--- src/rtl/frame_draw_sequencer_pkg.sv ---
// Shared types and constants for the frame draw sequencer.
// Latency: n/a (declarations only).
// Backpressure: n/a.
//
// Contents: FSM state encoding, client index constants, screen geometry,
// the registered pixel bundle, and small helpers for client selection.
package frame_draw_sequencer_pkg;

    // FSM state encoding. ST_CLEAR is only reachable when FRAME_CLEAR_EN is
    // defined; its code stays reserved so the encoding does not shift.
    typedef enum logic [2:0] {
        ST_IDLE    = 3'd0,
        ST_CLEAR   = 3'd1,
        ST_GRANT   = 3'd2,
        ST_RUN     = 3'd3,
        ST_RELEASE = 3'd4,
        ST_DONE    = 3'd5
    } state_t;

    // Client indices, in grant order
    localparam logic [1:0] CLIENT_CATCHER = 2'd0;
    localparam logic [1:0] CLIENT_SQUARES = 2'd1;
    localparam logic [1:0] CLIENT_SCORE   = 2'd2;

    // Screen geometry
    localparam int SCREEN_W = 160;
    localparam int SCREEN_H = 120;

    // Per-client plot field widths
    localparam int X_W = 8;
    localparam int Y_W = 7;
    localparam int C_W = 3;

    typedef struct packed {
        logic [X_W-1:0] x;
        logic [Y_W-1:0] y;
        logic [C_W-1:0] color;
    } pixel_t;

    // Pull client idx's x/y/color out of the flattened client buses.
    // An index past the last client yields a blank pixel.
    function automatic pixel_t client_pixel(
        input logic [23:0] xs,
        input logic [20:0] ys,
        input logic [8:0]  cs,
        input logic [1:0]  idx
    );
        pixel_t p;
        p = '0;
        case (idx)
            CLIENT_CATCHER: begin
                p.x     = xs[7:0];
                p.y     = ys[6:0];
                p.color = cs[2:0];
            end
            CLIENT_SQUARES: begin
                p.x     = xs[15:8];
                p.y     = ys[13:7];
                p.color = cs[5:3];
            end
            CLIENT_SCORE: begin
                p.x     = xs[23:16];
                p.y     = ys[20:14];
                p.color = cs[8:6];
            end
            default: p = '0;
        endcase
        return p;
    endfunction

    // One-hot draw mask for a client index; zero for out-of-range indices.
    function automatic logic [2:0] grant_mask(input logic [1:0] idx);
        logic [2:0] m;
        case (idx)
            CLIENT_CATCHER: m = 3'b001;
            CLIENT_SQUARES: m = 3'b010;
            CLIENT_SCORE:   m = 3'b100;
            default:        m = 3'b000;
        endcase
        return m;
    endfunction

endpackage

--- src/rtl/frame_draw_sequencer_frame_tick_gen.sv ---
// Free-running frame divider producing a one-cycle frame tick.
// Latency: tick is registered; first pulse FRAME_DIV cycles after reset release.
// Backpressure: none; the tick is emitted regardless of downstream state.
//
// Ports:
//   clock      in   system clock
//   reset      in   asynchronous active-low reset
//   frame_tick out  one-cycle pulse each time the divider wraps
module frame_tick_gen #(
    parameter int FRAME_DIV = 833333
) (
    input  logic clock,
    input  logic reset,
    output logic frame_tick
);

    localparam int CNT_W = $clog2(FRAME_DIV);

    logic [CNT_W-1:0] div_cnt;

    always_ff @(posedge clock or negedge reset) begin
        if (!reset) begin
            div_cnt    <= '0;
            frame_tick <= 1'b0;
        end else if (div_cnt == CNT_W'(FRAME_DIV - 1)) begin
            div_cnt    <= '0;
            frame_tick <= 1'b1;
        end else begin
            div_cnt    <= div_cnt + CNT_W'(1);
            frame_tick <= 1'b0;
        end
    end

endmodule

--- src/rtl/frame_draw_sequencer.sv ---
// Frame sequencer: arbitrates the single VGA plot port among drawer clients.
// Latency: plot outputs are registered, one cycle behind the granted client.
// Backpressure: none toward VGA; clients are held off by draw low and abandoned on timeout.
//
// Ports:
//   clock, reset           system clock, asynchronous active-low reset
//   client_en[2:0]         per-client enable, sampled when that client's turn comes up
//   client_finish[2:0]     finish_drawing from each client (only the granted one counts)
//   client_x/y/color       flattened per-client plot fields (8/7/3 bits per client)
//   client_draw[2:0]       one-hot draw grant
//   vga_x/y/color, vga_plot registered plot port toward the VGA adapter
//   frame_tick             one-cycle frame boundary pulse
//   busy                   frame in progress
//   frame_count            completed frames (wraps)
//   timeout_err[2:0]       sticky per-client timeout flags
//   overrun                sticky: a tick arrived while a frame was still running
//
// Build option: FRAME_CLEAR_EN adds a full-screen clear sweep (colour 0)
// at the start of each frame, before the first client is granted.
module frame_draw_sequencer
    import frame_draw_sequencer_pkg::*;
#(
    parameter int FRAME_DIV      = 833333,
    parameter int TIMEOUT_CYCLES = 65535,
    parameter int NUM_CLIENTS    = 3
) (
    input  logic        clock,
    input  logic        reset,
    input  logic [2:0]  client_en,
    input  logic [2:0]  client_finish,
    input  logic [23:0] client_x,
    input  logic [20:0] client_y,
    input  logic [8:0]  client_color,
    output logic [2:0]  client_draw,
    output logic [7:0]  vga_x,
    output logic [6:0]  vga_y,
    output logic [2:0]  vga_color,
    output logic        vga_plot,
    output logic        frame_tick,
    output logic        busy,
    output logic [15:0] frame_count,
    output logic [2:0]  timeout_err,
    output logic        overrun
);

    localparam int         TCNT_W   = $clog2(TIMEOUT_CYCLES + 1);
    localparam logic [1:0] LAST_IDX = 2'(NUM_CLIENTS - 1);

    state_t             state_q, state_d;
    logic [1:0]         idx_q, idx_d;
    logic [TCNT_W-1:0]  tcnt_q, tcnt_d;
    logic [2:0]         draw_q, draw_d;
    pixel_t             pix_q, pix_d;
    logic               plot_q, plot_d;
    logic               busy_q, busy_d;
    logic [15:0]        fc_q, fc_d;
    logic [2:0]         terr_q, terr_d;
    logic               ovr_q, ovr_d;
    pixel_t             sel_pix;
    logic [3:0]         en_ext;
    logic [3:0]         fin_ext;

`ifdef FRAME_CLEAR_EN
    logic [7:0]         cx_q, cx_d;
    logic [6:0]         cy_q, cy_d;
`endif

    frame_tick_gen #(
        .FRAME_DIV (FRAME_DIV)
    ) u_tick (
        .clock      (clock),
        .reset      (reset),
        .frame_tick (frame_tick)
    );

    always_comb begin
        state_d = state_q;
        idx_d   = idx_q;
        tcnt_d  = tcnt_q;
        draw_d  = draw_q;
        pix_d   = pix_q;
        plot_d  = 1'b0;
        busy_d  = busy_q;
        fc_d    = fc_q;
        terr_d  = terr_q;
        // A tick that lands while a frame is still running is dropped.
        ovr_d   = ovr_q | (frame_tick & busy_q);
`ifdef FRAME_CLEAR_EN
        cx_d    = cx_q;
        cy_d    = cy_q;
`endif
        sel_pix = client_pixel(client_x, client_y, client_color, idx_q);
        // Zero-extended so idx_q == 3 reads as disabled / not finished.
        en_ext  = {1'b0, client_en};
        fin_ext = {1'b0, client_finish};

        case (state_q)
            ST_IDLE: begin
                if (frame_tick) begin
                    busy_d = 1'b1;
                    idx_d  = CLIENT_CATCHER;
`ifdef FRAME_CLEAR_EN
                    cx_d    = '0;
                    cy_d    = '0;
                    state_d = ST_CLEAR;
`else
                    state_d = ST_GRANT;
`endif
                end
            end

`ifdef FRAME_CLEAR_EN
            ST_CLEAR: begin
                plot_d      = 1'b1;
                pix_d.x     = cx_q;
                pix_d.y     = cy_q;
                pix_d.color = '0;
                if (cx_q == 8'(SCREEN_W - 1)) begin
                    cx_d = '0;
                    if (cy_q == 7'(SCREEN_H - 1)) begin
                        cy_d    = '0;
                        state_d = ST_GRANT;
                    end else begin
                        cy_d = cy_q + 7'd1;
                    end
                end else begin
                    cx_d = cx_q + 8'd1;
                end
            end
`endif

            ST_GRANT: begin
                if (idx_q > LAST_IDX) begin
                    state_d = ST_DONE;
                end else if (!en_ext[idx_q]) begin
                    // Skipping the last client goes straight to DONE rather
                    // than spending a cycle on an out-of-range index.
                    if (idx_q == LAST_IDX) begin
                        state_d = ST_DONE;
                    end else begin
                        idx_d = idx_q + 2'd1;
                    end
                end else begin
                    draw_d  = grant_mask(idx_q);
                    tcnt_d  = '0;
                    state_d = ST_RUN;
                end
            end

            ST_RUN: begin
                if (fin_ext[idx_q]) begin
                    // Drop draw on the same edge so the client rewinds its
                    // scan instead of starting another pass.
                    draw_d  = '0;
                    state_d = ST_RELEASE;
                end else begin
                    // tcnt_q == 0 marks the first RUN cycle; the client's
                    // registered outputs are not valid yet.
                    if (tcnt_q != '0) begin
                        plot_d = 1'b1;
                        pix_d  = sel_pix;
                    end
                    if (tcnt_q == TCNT_W'(TIMEOUT_CYCLES - 1)) begin
                        terr_d  = terr_q | grant_mask(idx_q);
                        draw_d  = '0;
                        state_d = ST_RELEASE;
                    end else begin
                        tcnt_d = tcnt_q + TCNT_W'(1);
                    end
                end
            end

            ST_RELEASE: begin
                idx_d   = idx_q + 2'd1;
                state_d = ST_GRANT;
            end

            ST_DONE: begin
                fc_d    = fc_q + 16'd1;
                busy_d  = 1'b0;
                state_d = ST_IDLE;
            end

            default: begin
                state_d = ST_IDLE;
            end
        endcase
    end

    always_ff @(posedge clock or negedge reset) begin
        if (!reset) begin
            state_q <= ST_IDLE;
            idx_q   <= '0;
            tcnt_q  <= '0;
            draw_q  <= '0;
            pix_q   <= '0;
            plot_q  <= 1'b0;
            busy_q  <= 1'b0;
            fc_q    <= '0;
            terr_q  <= '0;
            ovr_q   <= 1'b0;
`ifdef FRAME_CLEAR_EN
            cx_q    <= '0;
            cy_q    <= '0;
`endif
        end else begin
            state_q <= state_d;
            idx_q   <= idx_d;
            tcnt_q  <= tcnt_d;
            draw_q  <= draw_d;
            pix_q   <= pix_d;
            plot_q  <= plot_d;
            busy_q  <= busy_d;
            fc_q    <= fc_d;
            terr_q  <= terr_d;
            ovr_q   <= ovr_d;
`ifdef FRAME_CLEAR_EN
            cx_q    <= cx_d;
            cy_q    <= cy_d;
`endif
        end
    end

    assign client_draw = draw_q;
    assign vga_x       = pix_q.x;
    assign vga_y       = pix_q.y;
    assign vga_color   = pix_q.color;
    assign vga_plot    = plot_q;
    assign busy        = busy_q;
    assign frame_count = fc_q;
    assign timeout_err = terr_q;
    assign overrun     = ovr_q;

endmodule

--- config.mk ---
export PLATFORM = sky130hd
export DESIGN_NAME = frame_draw_sequencer
export DESIGN_NICKNAME = d
export VERILOG_FILES = /design/src/rtl/frame_draw_sequencer_pkg.sv /design/src/rtl/frame_draw_sequencer_frame_tick_gen.sv /design/src/rtl/frame_draw_sequencer.sv
export SDC_FILE = /design/constraint.sdc
export NUM_CORES = 1
export LEC_CHECK = 0
export CAP_MARGIN = 20
export CORE_MARGIN = 2
export CORE_UTILIZATION = 45
export DETAILED_ROUTE_END_ITERATION = 6
export GPL_TIMING_DRIVEN = 0
export PLACE_DENSITY_LB_ADDON = 0.05
export SKIP_CTS_REPAIR_TIMING = 1
export SYNTH_ARGS = -nofsm -noshare
export SYNTH_HDL_FRONTEND = slang
export SYNTH_SLANG_ARGS = --single-unit
--- constraint.sdc ---
create_clock -name clock -period 1.9 [get_ports clock]
set_input_delay 0.38 -clock clock [delete_from_list [all_inputs] [get_ports clock]]
set_output_delay 0.38 -clock clock [all_outputs]
set_load 0.05 [all_outputs]
==> results.md <==
- Outcome: finished, violations left
- Failing checks: DRC, setup timing
- RSZ-0062 raised after global routing: true
- Inserted Diodes: 0
- # DRC: 2
- Layout Area Growth over Synthesis: 58.5%
- Met2 usage: 34.4%
- Max-Cap Viols: 0
- Peak VDD IR: 609 uV
- Drt pass-1 iters: 7
- Core area: 0.00959 mm2
- Vias in the first global route: 3,547
- First-pass GRT wire length: 17.5 mm
- Cells after Synth: 434
- Clock Skew: 0.0110 ns
- Clk slew on worst S/H paths: 0.10 ns
- Row cnt: 36
- Starting density of the core: 45.7%
- Syn Nets: 509
- FF+latch count, synth: 85
- Synth unique cells: 54
- Crit. End Element: flop
- Setup ws final: -0.0773 ns
- Sequential area share after synthesis: 48.5%
- Layout cells sized above 1: 27.7%
- Final Cycle Share: 104%
- CTS max path bufs: 2
- Critical path type: flop to flop
- I/O pins: 106
- GR Overflow Total: 0
- Busiest grt layer: met2
- Antenna Nets Post-Route: 0
- Largest net degree at the start of global routing: 70
- PD cells: 1120 mW/mm2
- Detailed-route via count: 4,086
- Synth Cell Area: 0.00438 mm2
- Mapped Avg Cell Area: 10.1 um2
- Tightest Pin Transition: 0.579 ns
- Die Ht: 103 um
- WP data arrival: 2.25 ns
- Setup TNS: -0.328 ns
- Post-synth ARST share: 100%
- R2R Setup Slk: -0.08 ns
- Met3 Resource Use GR: 3.80%
- # clock sinks: 85
- Pins over their slew limit: 0
- Number of buffer and inverter stages on the critical path: 1
- Pwr Total: 7.75 mW
- Critical path cell sequence: buf_6 -> mux2_4 -> a2111o_1 -> or2_1 -> a21oi_2 -> mux2i_1
- Crit Path Max Fanout: 7
- CP max stage cell: a2111o_1
- Hpwl dp: 7.97 mm
- Die W: 103 um
- Final setup fails: 12
- Initial antenna violation count: 0
- Dpl ws: -0.529 ns
- Worst slew margin: 61.4%
- 1st-iter DRT viols: 273
- # nets final: 662
- Total Routing Usage GR: 21.0%
- Crit path max-delay family: compound AO/OA/AOI/OAI gates
- Total wire length: 12.9 mm
- Number of flops mapped to enable cells by yosys: 0
- Met1 Use GR: 28.9%
- Crit-path max cell delay: 0.45 ns
- DIE AREA: 0.0105 mm2
- Minimum clock period: 1.98 ns
- WL/cell: 17.8 um
- Ys Warns: 0
- Fin. Hold Viols: 0
- # port buffers: 105
- Startpoint types: flop
- Vias per cell: 5.64
- Inserted Clock Buffers: 9
- Synth Flop Type: dfrtp_1
- Req. time, crit path: 2.18 ns
- H-tree levels: 3
- Hold crit path type: input port to asynchronous set/reset pin
- Clk_lat worst skew: 0.36 ns
- Fmax: 506 MHz
- Final core occ: 72.4%
- Placed insts: 673
- Placer Congestion: 0.853
- Layout Cells excl Fill: 725
- Leakage power: 3.74 nW
- Root Driver: clkbuf_8
- TritonCTS clock tree: built
worst reg2reg max path: cells and delay by family, from the launching register on:
family / cells / cell delay, ns
AND/OR/NAND/NOR: 1 / 0.26
buffers and inverters: 1 / 0.14
multiplexers: 2 / 0.49
AO/OA/AOI/OAI: 2 / 0.59
flip-flops: 1 / 0.42
power breakdown:
part	leakage, nW	switching, mW	internal (mW)
Sequential	1.14	0.241	2.08
Combinational	2.49	2.30	1.65
Clock	0.112	0.717	0.762
Total	3.74	3.26	4.49
state kept, by name (all words and copies together) (netlist names):
register and flops:
frame_count 16, vga_color 3, vga_plot 1, vga_y 7, timeout_err 3, client_draw 3
vga_x 8, u_tick.div_cnt 20, state_q 3, idx_q 2, u_tick.frame_tick 1, tcnt_q 16
busy 1, overrun 1
cell type report:
type                    instances  area [um2]
flip-flops and latches         85        2140
fillers                       715        2650
inverters                      10        37.5
plain buffers                  19         168
clock buffers                   9         124
multi-input cells             314        2600
repair buffers                148        1610
well taps                     133         166
clock inverters                 7         105
worst paths after layout:
check                          from               to  cells after the start
max                        idx_q[0]         idx_q[1]                      6
min                           reset  frame_count[12]                      2
max reg2reg                idx_q[0]         idx_q[1]                      6
min reg2reg                 overrun          overrun                      1
max in group asynchronous     reset        tcnt_q[7]                      3
min in group clock          overrun          overrun                      1
synth_stat cells (all sizes together) (6+ instances only):
| cell | instances | area [um2] |
|---|---|---|
| a21o | 6 | 45.0 |
| a21oi | 9 | 48.8 |
| a222oi | 18 | 180 |
| and3 | 12 | 75.1 |
| buf | 12 | 81.3 |
| clkbuf | 13 | 50.0 |
| dfrtp | 85 | 2130 |
| ha | 13 | 163 |
| inv | 10 | 37.5 |
| nand2 | 50 | 188 |
| nand3 | 25 | 125 |
| nand4 | 12 | 75.1 |
| nor2 | 29 | 109 |
| nor3 | 9 | 45.0 |
| o21ai | 11 | 55.1 |
| o31ai | 19 | 143 |
| xnor2 | 18 | 158 |
| xor2 | 16 | 140 |
metrics by stage:
step | cell area (um2) | hold WS, ns
finish | 6950 | 0.441
global route | 6950 | 0.440
CTS | 5850 | -0.129
detailed placement | 5620 | 0.270
global placement | 5600 | 0.439
floorplan | 4380 | 0.0844
cells in the final DEF (no fill, tap or decap), types with 4 or more instances in the layout:
cell type / count
and3_1: 12
o21ai_0: 7
or3_1: 4
ha_1: 6
nor2_1: 27
and2_1: 4
nand4_1: 12
dfrtp_1: 76
nand2_1: 31
inv_1: 7
dfrtp_2: 9
a211o_1: 5
nand2_4: 5
nor3_1: 6
clkdlybuf4s50_1: 60
a21o_1: 6
nand3_1: 22
a31oi_1: 5
clkbuf_8: 9
buf_6: 15
xnor2_1: 18
a21oi_1: 5
xor2_1: 16
buf_4: 30
a222oi_1: 18
nand2_2: 13
o31ai_4: 13
ha_2: 5
o31ai_2: 4
dlymetal6s2s_1: 44
layer usage:
layer,share of wire (%),vias to the layer above,wire length (um)
met5,0,-,0
met4,1.9,0,250
met3,6.1,28,788
li1,-,1909,-
met1,43,2010,5550
met2,49,139,6330
cell families (layout without fill, tap and decap cells):
logic type	Yosys count	count (layout)	synth area share (%)
buffers and inverters	35	193	3.85
AO/OA/AOI/OAI	90	90	16.0
adder cells (fa/ha/maj)	13	13	3.71
AND/OR/NAND/NOR	173	173	20.0
XOR/XNOR	34	34	6.80
flip-flops	85	85	48.5
multiplexers	4	4	1.06
(Power assumes the default switching activity.)
